<file path="src/rtl/alu_share_arbiter.sv">
// ============================================================================
//  Module   : alu_share_arbiter
//  Purpose  : Round-robin sharing of one combinational ALU among NREQ
//             requesters, with registered operands and a valid/ready response.
//  Revision : 1.0 - initial release
// ============================================================================
`default_nettype none

module alu_share_arbiter #(
    parameter int NREQ = 2,
    parameter int XLEN = 32
) (
    input  logic                 clk,
    input  logic                 reset,
    input  logic [NREQ-1:0]      req_valid,
    output logic [NREQ-1:0]      req_ready,
    input  logic [NREQ*XLEN-1:0] req_a,
    input  logic [NREQ*XLEN-1:0] req_b,
    input  logic [NREQ*4-1:0]    req_ctl,
    output logic [XLEN-1:0]      alu_a,
    output logic [XLEN-1:0]      alu_b,
    output logic [3:0]           alu_ctl,
    input  logic [XLEN-1:0]      alu_result,
    input  logic                 alu_zero,
    output logic [NREQ-1:0]      resp_valid,
    input  logic [NREQ-1:0]      resp_ready,
    output logic [XLEN-1:0]      resp_result,
    output logic                 resp_zero,
    output logic                 busy
);

    localparam int              PW          = (NREQ > 1) ? $clog2(NREQ) : 1;
    localparam logic [3:0]      C_CTL_ADD   = 4'b0010;
    localparam logic [PW-1:0]   C_PTR_RESET = PW'(NREQ - 1);

    typedef enum logic [1:0] {
        S_IDLE = 2'd0,
        S_EXEC = 2'd1,
        S_RESP = 2'd2
    } state_t;

    state_t             r_state;
    state_t             w_next;

    logic [PW-1:0]      r_ptr;
    logic [PW-1:0]      r_owner;
    logic [XLEN-1:0]    r_a;
    logic [XLEN-1:0]    r_b;
    logic [3:0]         r_ctl;
    logic [XLEN-1:0]    r_result;
    logic               r_zero;

    logic [PW-1:0]      w_idx;
    logic [PW-1:0]      w_winner;
    logic               w_found;
    logic [XLEN-1:0]    w_sel_a;
    logic [XLEN-1:0]    w_sel_b;
    logic [3:0]         w_sel_ctl;
    logic               w_accept;
    logic               w_resp_fire;

    // Scan from farthest to nearest so the nearest valid requester after
    // ptr is the one left in w_winner.
    always_comb begin
        w_idx    = '0;
        w_found  = 1'b0;
        w_winner = r_ptr;
        for (int k = NREQ; k >= 1; k--) begin
            w_idx = PW'((int'(r_ptr) + k) % NREQ);
            if (req_valid[w_idx]) begin
                w_found  = 1'b1;
                w_winner = w_idx;
            end
        end
    end

    always_comb begin
        w_sel_a   = '0;
        w_sel_b   = '0;
        w_sel_ctl = '0;
        for (int i = 0; i < NREQ; i++) begin
            if (w_winner == PW'(i)) begin
                w_sel_a   = req_a[i*XLEN +: XLEN];
                w_sel_b   = req_b[i*XLEN +: XLEN];
                w_sel_ctl = req_ctl[i*4 +: 4];
            end
        end
    end

    assign w_accept    = (r_state == S_IDLE) && w_found;
    assign w_resp_fire = (r_state == S_RESP) && resp_ready[r_owner];

    always_ff @(posedge clk) begin
        if (reset) begin
            r_state <= S_IDLE;
        end else begin
            r_state <= w_next;
        end
    end

    always_comb begin
        w_next     = r_state;
        req_ready  = '0;
        resp_valid = '0;
        case (r_state)
            S_IDLE: begin
                if (w_found) begin
                    req_ready = NREQ'(1) << w_winner;
                    w_next    = S_EXEC;
                end
            end
            S_EXEC: begin
                w_next = S_RESP;
            end
            S_RESP: begin
                resp_valid = NREQ'(1) << r_owner;
                if (resp_ready[r_owner]) begin
                    w_next = S_IDLE;
                end
            end
            default: begin
                w_next = S_IDLE;
            end
        endcase
    end

    // ptr moves only on response completion, so a grant alone never
    // changes priority.
    always_ff @(posedge clk) begin
        if (reset) begin
            r_ptr    <= C_PTR_RESET;
            r_owner  <= '0;
            r_a      <= '0;
            r_b      <= '0;
            r_ctl    <= C_CTL_ADD;
            r_result <= '0;
            r_zero   <= 1'b0;
        end else begin
            if (w_accept) begin
                r_owner <= w_winner;
                r_a     <= w_sel_a;
                r_b     <= w_sel_b;
                r_ctl   <= w_sel_ctl;
            end
            if (r_state == S_EXEC) begin
                r_result <= alu_result;
                r_zero   <= alu_zero;
            end
            if (w_resp_fire) begin
                r_ptr <= r_owner;
            end
        end
    end

    assign alu_a       = r_a;
    assign alu_b       = r_b;
    assign alu_ctl     = r_ctl;
    assign resp_result = r_result;
    assign resp_zero   = r_zero;
    assign busy        = (r_state != S_IDLE);

endmodule

`default_nettype wire

</file>
<file path="config.mk">
export PLATFORM = sky130hd
export DESIGN_NAME = alu_share_arbiter
export DESIGN_NICKNAME = d
export VERILOG_FILES = /design/src/rtl/alu_share_arbiter.sv
export SDC_FILE = /design/constraint.sdc
export NUM_CORES = 1
export LEC_CHECK = 0
export ABC_AREA = 0
export ABC_CLOCK_PERIOD_IN_PS = 3500
export BUFFER_PORTS_ARGS = -buffer_cell sky130_fd_sc_hd__buf_2
export CAP_MARGIN = 20
export CORE_MARGIN = 5
export CORE_UTILIZATION = 43
export CTS_BUF_LIST = sky130_fd_sc_hd__clkbuf_4
export CTS_CLUSTER_DIAMETER = 50
export CTS_CLUSTER_SIZE = 28
export DETAILED_ROUTE_END_ITERATION = 8
export GPL_ROUTABILITY_DRIVEN = 0
export HOLD_SLACK_MARGIN = 0.12
export PLACE_DENSITY = 0.85
export SLEW_MARGIN = 20
export SYNTH_ARGS = -nofsm -noshare
export SYNTH_HDL_FRONTEND = slang
export SYNTH_SLANG_ARGS = --single-unit
</file>
<file path="constraint.sdc">
create_clock -name clk -period 3.5 [get_ports clk]
set_clock_uncertainty 0.05 [all_clocks]
set_input_delay 0.525 -clock clk [delete_from_list [all_inputs] [get_ports clk]]
set_output_delay 0.525 -clock clk [all_outputs]
set_load 0.02 [all_outputs]
</file>
==> impl_metrics.json, run 1 <==
{
  "seq_area_um2": 2102,
  "multi_input_area_um2": 2502,
  "path_clk_slew_ns": 0.18,
  "viasPerCell": 5.610,
  "seq_area_frac_synth_pct": 42.16,
  "cts_root_buf": "clkbuf_4",
  "htreeDepth": 3,
  "synth_edf_count": 0,
  "cp_slowest_stage_delay_ns": 0.57,
  "yosysTopAreaCell": "dfxtp_1",
  "worstPathMaxFanout": 28,
  "cp.required_ns": 2.92,
  "row_count": 39,
  "p_per_area_nw_per_um2": 473.0,
  "ys_seq_elements": 105,
  "ir_worst_vdd_mv": 0.2617,
  "antenna_found_initial": 1,
  "ctsResizeCount": 0,
  "drtIter0Drc": 389,
  "yosysUniqueCellTypes": 30,
  "yosysWarnings": 0,
  "worstSetupPathType": "register to output port",
  "layout_commonest_cell": "buf_2",
  "grt_max_degree": 69,
  "first_pass_iters": 5,
  "ioPinCount": 281,
  "cts_sinks": 105,
  "tns_ns": 0,
  "ant_nets": 0,
  "die_w_um": 117.7,
  "core_um2": 11370,
  "maxSlewViolCount": 0,
  "clk_latency_ns": 0.44,
  "worstHoldPathType": "primary input to register",
  "grt_pass1_wl_um": 26740,
  "post-route-period-util_pct": 75.22,
  "slew_headroom_pct": 55.37,
  "async_flop_share_pct": 0,
  "drive_gt1_share_pct": 44.69,
  "globalRouteOverflowTotal": 0,
  "port_buffers": 280,
  "cp-end-kind": "output port",
  "syn_inst": 575,
  "dieArea_um2": 13850,
  "grt_pass1_vias": 5190,
  "max_freq_mhz": 379.8,
  "fin_cells": 954,
  "post_cts_buffers": 0,
  "synth.top_cell.area_share_pct": 42.16,
  "status": "complete, no violations",
  "finalHoldViolCount": 0,
  "clockBufferDepth": 2,
  "wire_per_inst_um": 17.55,
  "nFillCells": 1053,
  "final_cell_mix": "279 x buf_2, 105 x a21oi_1, 105 x dfxtp_1",
  "tightest_slew_ns": 0.6694,
  "cts_tree": "built",
  "maxCapViolCount": 0,
  "wl_um": 16750,
  "numCtsBuffers": 9,
  "rsz0062_at_grt": "no",
  "initial_core_util_pct": 43.85,
  "grt_util_all_layers_pct": 22.90,
  "cp_data_arrival_time_ns": 2.06,
  "cellLeakagePower_nw": 2.819,
  "cts_hold_buf": 0,
  "syn-num-nets": 750,
  "vias": 5352,
  "slowest_stage": "dfxtp_1",
  "drc": 0,
  "dpl.hpwl_um": 11910,
  "die_y_um": 117.7,
  "synth.top_cells.by_area": "dfxtp_1 42%, a311oi_2 14%, a21oi_1 11%",
  "finalSetupViolCount": 0,
  "nets": 980,
  "worstPathCellList": "or2_2 > nand4_1 > inv_1 > buf_2",
  "avgSynthCellArea_um2": 8.671,
  "dp.cells": 937,
  "ys.flop_type": "dfxtp_1",
  "area_growth_pct": 28.58,
  "crit_path_start_kind": "register",
  "post-route-min-period_ns": 2.633,
  "syn_area_um2": 4986
}
## through the flow
step	util [%]	total power, mW	setup WS (ns)	area, um2	hold WS (ns)
floorplan	-	2.145	1.522	4986	0.4507
global placement	55.19	2.451	1.291	6275	0.3897
detailed placement	55.19	2.471	1.228	6275	0.3954
CTS	56.30	3.057	0.8486	6401	0.1980
global route	56.39	3.212	0.7116	6411	0.2001
finish	56.39	3.033	0.8672	6411	0.2410
## layout make-up
class / count / share of cell area [%]
sequential: 105 / 32.79
multi-input combinational: 397 / 39.03
timing repair buffer: 290 / 23.26
clock buffer: 10 / 1.171
inverter: 2 / 0.1171
clock inverter: 6 / 0.8002
antenna: 1 / 0.03903
tap: 143 / 2.791
## logic make-up after synthesis
kind of cell / Yosys count / synth area share, %
buffers and inverters: 73 / 8.105
DFF: 105 / 42.16
and+or+nand+nor: 153 / 14.08
muxes: 1 / 0.2008
AOI/OAI and AO/OA: 243 / 35.46
## per-layer routing
layer,track usage [%],wire length (um),vias up
met4,6.810,361,0
met3,6.151,1502,27
met2,38.44,8145,262
met5,0,0,-
li1,-,-,2584
met1,28.75,6736,2479
## registers in the layout, summed over array words and instances (netlist names)
register and count:
alu_a 32, alu_b 32, resp_result 32, alu_ctl 4, r_state 2, r_owner 1, r_ptr 1, resp_zero 1
## final timing paths
check	start	to	cells past startpoint	slack [ns]
worst max-delay path	r_ptr	req_ready[1]	4	0.87
worst min-delay path	alu_result[16]	resp_result[16]	3	0.24
worst max register to register	r_ptr	alu_a[20]	4	1.24
worst min register to register	resp_result[18]	resp_result[18]	2	0.41
## where the power goes
group          internal, mW  leakage, nW  switching [mW]
clock                 0.166       0.0685           0.425
sequential             1.33        0.867          0.0750
combinational         0.372         1.88           0.660
## worst max-delay path, delay by kind of cell (launching register included)
family / cells / cell delay (ns)
simple gates: 2 / 0.76
flops: 1 / 0.57
buf+inv: 2 / 0.27
## synth_stat cells, types with 6 or more instances
cell        n
clkbuf_1   16
buf_4      11
o21ai_1    19
a311oi_1   20
a21oi_1   105
buf_6       6
dfxtp_1   105
buf_2      33
nand3_1    68
a311oi_2   47
nand2_1    68
o21ai_0    50
No activity file was read; power rests on OpenSTA's default activity.
==> inputs of run 2 (changes only) <==
--- a/config.mk
+++ b/config.mk
@@ -5,8 +5,8 @@
 export SDC_FILE = /design/constraint.sdc
 export NUM_CORES = 1
 export LEC_CHECK = 0
-export ABC_AREA = 0
-export ABC_CLOCK_PERIOD_IN_PS = 3500
+export ABC_AREA = 1
+export ABC_CLOCK_PERIOD_IN_PS = 2570
 export BUFFER_PORTS_ARGS = -buffer_cell sky130_fd_sc_hd__buf_2
 export CAP_MARGIN = 20
 export CORE_MARGIN = 5
@@ -17,7 +17,7 @@
 export DETAILED_ROUTE_END_ITERATION = 8
 export GPL_ROUTABILITY_DRIVEN = 0
 export HOLD_SLACK_MARGIN = 0.12
-export PLACE_DENSITY = 0.85
+export PLACE_DENSITY = 0.86
 export SLEW_MARGIN = 20
 export SYNTH_ARGS = -nofsm -noshare
 export SYNTH_HDL_FRONTEND = slang
==> constraint.sdc (replaced) <==
create_clock -name clk -period 2.57 [get_ports clk]
set_clock_uncertainty 0.05 [all_clocks]
set_input_delay 0.3855 -clock clk [delete_from_list [all_inputs] [get_ports clk]]
set_output_delay 0.3855 -clock clk [all_outputs]
set_load 0.02 [all_outputs]
==> run 2 against run 1 <==
Sequential power is 33% higher. Register-to-register slack worse by 0.52 ns. Power is 30% higher. Via count is 5.7% higher. Routed wire length is 1.1% lower. Largest cell class is now sequential cells.
==> impl_metrics.json, run 2 <==
{
  "tightest_slew_ns": 0.5469,
  "holdPathStages": 3,
  "cp_data_arrival_time_ns": 1.67,
  "post-route-min-period_ns": 2.106,
  "grt_util_all_layers_pct": 23.97,
  "wire_per_inst_um": 14.70,
  "tns_ns": 0,
  "core_um2": 10790,
  "ioPinCount": 281,
  "cp.required_ns": 2.13,
  "place_ws_ns": 0.8146,
  "worst_path_most_repeated_cell": "nand2_1",
  "crit_path_start_kind": "register",
  "syn-num-nets": 868,
  "post-route-period-util_pct": 81.93,
  "nets": 1156,
  "clockBufferDepth": 2,
  "port_buffers": 280,
  "p_per_area_nw_per_um2": 594.0,
  "rsz0062_at_grt": "no",
  "cts_sinks": 105,
  "cp-end-kind": "output port",
  "die_y_um": 114.7,
  "setup_ws_ns": 0.4643,
  "async_flop_share_pct": 0,
  "synthTopCellsByCount": "202 x nand3_1, 143 x nand2_1, 105 x dfxtp_1, 72 x nor2_1, 70 x inv_1",
  "cellLeakagePower_nw": 3.834,
  "grt_pass1_vias": 5356,
  "synth_edf_count": 0,
  "wl_um": 16560,
  "final_cell_mix": "280 x buf_2, 202 x nand3_1, 142 x nand2_1",
  "ctsResizeCount": 0,
  "layout_commonest_cell": "buf_2",
  "cp_num_buf_inv": 1,
  "drive_gt1_share_pct": 32.76,
  "finalHoldViolCount": 0,
  "yosysUniqueCellTypes": 21,
  "nFillCells": 917,
  "htreeDepth": 3,
  "yosysWarnings": 0,
  "clk_latency_ns": 0.45,
  "synthMostInstantiatedCell": "nand3_1",
  "cts_root_buf": "clkbuf_4",
  "avgSynthCellArea_um2": 6.803,
  "finalSetupViolCount": 0,
  "synth.top_cell.area_share_pct": 44.59,
  "worstSetupPathType": "register to output port",
  "status": "complete, no violations",
  "maxCapViolCount": 0,
  "diodes": 0,
  "ys.flop_type": "dfxtp_1",
  "maxSlewViolCount": 0,
  "ys_seq_elements": 105,
  "antenna_found_initial": 0,
  "slew_headroom_pct": 63.49,
  "worstRegToRegCells": 6,
  "first_pass_iters": 5,
  "slowest_stage": "dfxtp_1",
  "worstPathCellList": "nand2_1 > o21ai_4 > nand2_1 > nor2_1 > buf_2",
  "dieArea_um2": 13160,
  "initial_core_util_pct": 43.68,
  "ant_nets": 0,
  "grt_max_degree": 40,
  "syn_area_um2": 4715,
  "path_clk_slew_ns": 0.17,
  "worstPathMaxFanout": 4,
  "vias": 5658,
  "syn_inst": 693,
  "numCtsBuffers": 9,
  "max_freq_mhz": 474.9,
  "viasPerCell": 5.025,
  "area_growth_pct": 41.14,
  "cts_tree": "built",
  "worstSetupPathDepth": 5,
  "row_count": 38,
  "globalRouteOverflowTotal": 0,
  "dpl.hpwl_um": 11210,
  "crit_family": "flip-flops",
  "die_w_um": 114.7,
  "cp_slowest_stage_delay_ns": 0.50,
  "grt_pass1_wl_um": 25700,
  "drc": 0,
  "yosysTopAreaCell": "dfxtp_1",
  "drtIter0Drc": 555,
  "worstHoldPathType": "primary input to register",
  "ir_worst_vdd_mv": 0.4736,
  "seq_area_frac_synth_pct": 44.59,
  "synth.top_cells.by_area": "dfxtp_1 45%, nand3_1 21%, nand2_1 11%"
}
run 2: power breakdown:
group          internal (mW)  total, mW  leakage (nW)  switching, mW
registers               1.78       1.87         0.864         0.0861
clock network          0.326      0.884        0.0741          0.558
logic                  0.437       1.20          2.90          0.762
total                   2.55       3.95          3.83           1.41
run 2: routing by layer:
metal | global-route usage [%] | part of all wire, % | up-vias | routed length, um
met5 | 0 | 0 | - | 0
met4 | 7.746 | 2.1 | 0 | 344
met3 | 8.721 | 12 | 39 | 1924
met2 | 42.41 | 49 | 295 | 8136
met1 | 26.76 | 37 | 2531 | 6149
li1 | - | - | 2793 | -
run 2: through the flow:
step | power, mW | hold WS, ns | cell area (um2) | utilization, % | std cells
after floorplan | 2.623 | 0.4046 | 4715 | - | 693
after global placement | 3.022 | 0.4053 | 6168 | 57.15 | 1076
after detailed placement | 3.040 | 0.4183 | 6168 | 57.15 | 1076
after CTS | 3.962 | 0.1229 | 6654 | 61.65 | 1126
after global routing | 4.190 | 0.1435 | 6654 | 61.65 | 1126
final | 3.953 | 0.1510 | 6654 | 61.65 | 1126
run 2: final timing paths:
path	from	slack, ns	endpoint
worst max-delay path	r_ptr	0.46	req_ready[0]
worst min-delay path	alu_zero	0.15	resp_zero
worst max register to register	r_state[1]	0.72	alu_ctl[1]
worst min register to register	resp_result[19]	0.45	resp_result[19]
run 2: tightest hold or removal path, stage by stage:
cell and delay [ns]:
buf_2 0.09, o21ai_0 0.07, nor2_1 0.08
run 2: cell families (layout without fill, tap and decap cells):
group / Yosys count / count (layout) / synth area share, %
buf+inv: 126 / 419 / 11.52
simple gates: 422 / 422 / 39.44
compound gates: 40 / 40 / 4.459
flops: 105 / 105 / 44.59
run 2: cell type report:
cell class	instances	area, um2	share of cell area [%]
well taps	140	175.2	2.633
multi-input cells	462	2087	31.37
clock buffers	11	82.58	1.241
clock inverters	5	62.56	0.9402
repair buffers	329	1867	28.06
flip-flops and latches	105	2102	31.59
inverters	74	277.8	4.174
run 2: what timing repair did:
action	in CTS	in global routing
setup buffers	0	0
setup endpoints to repair	0	0
endpoints found under the hold margin	34	0
hold buffers	34	0
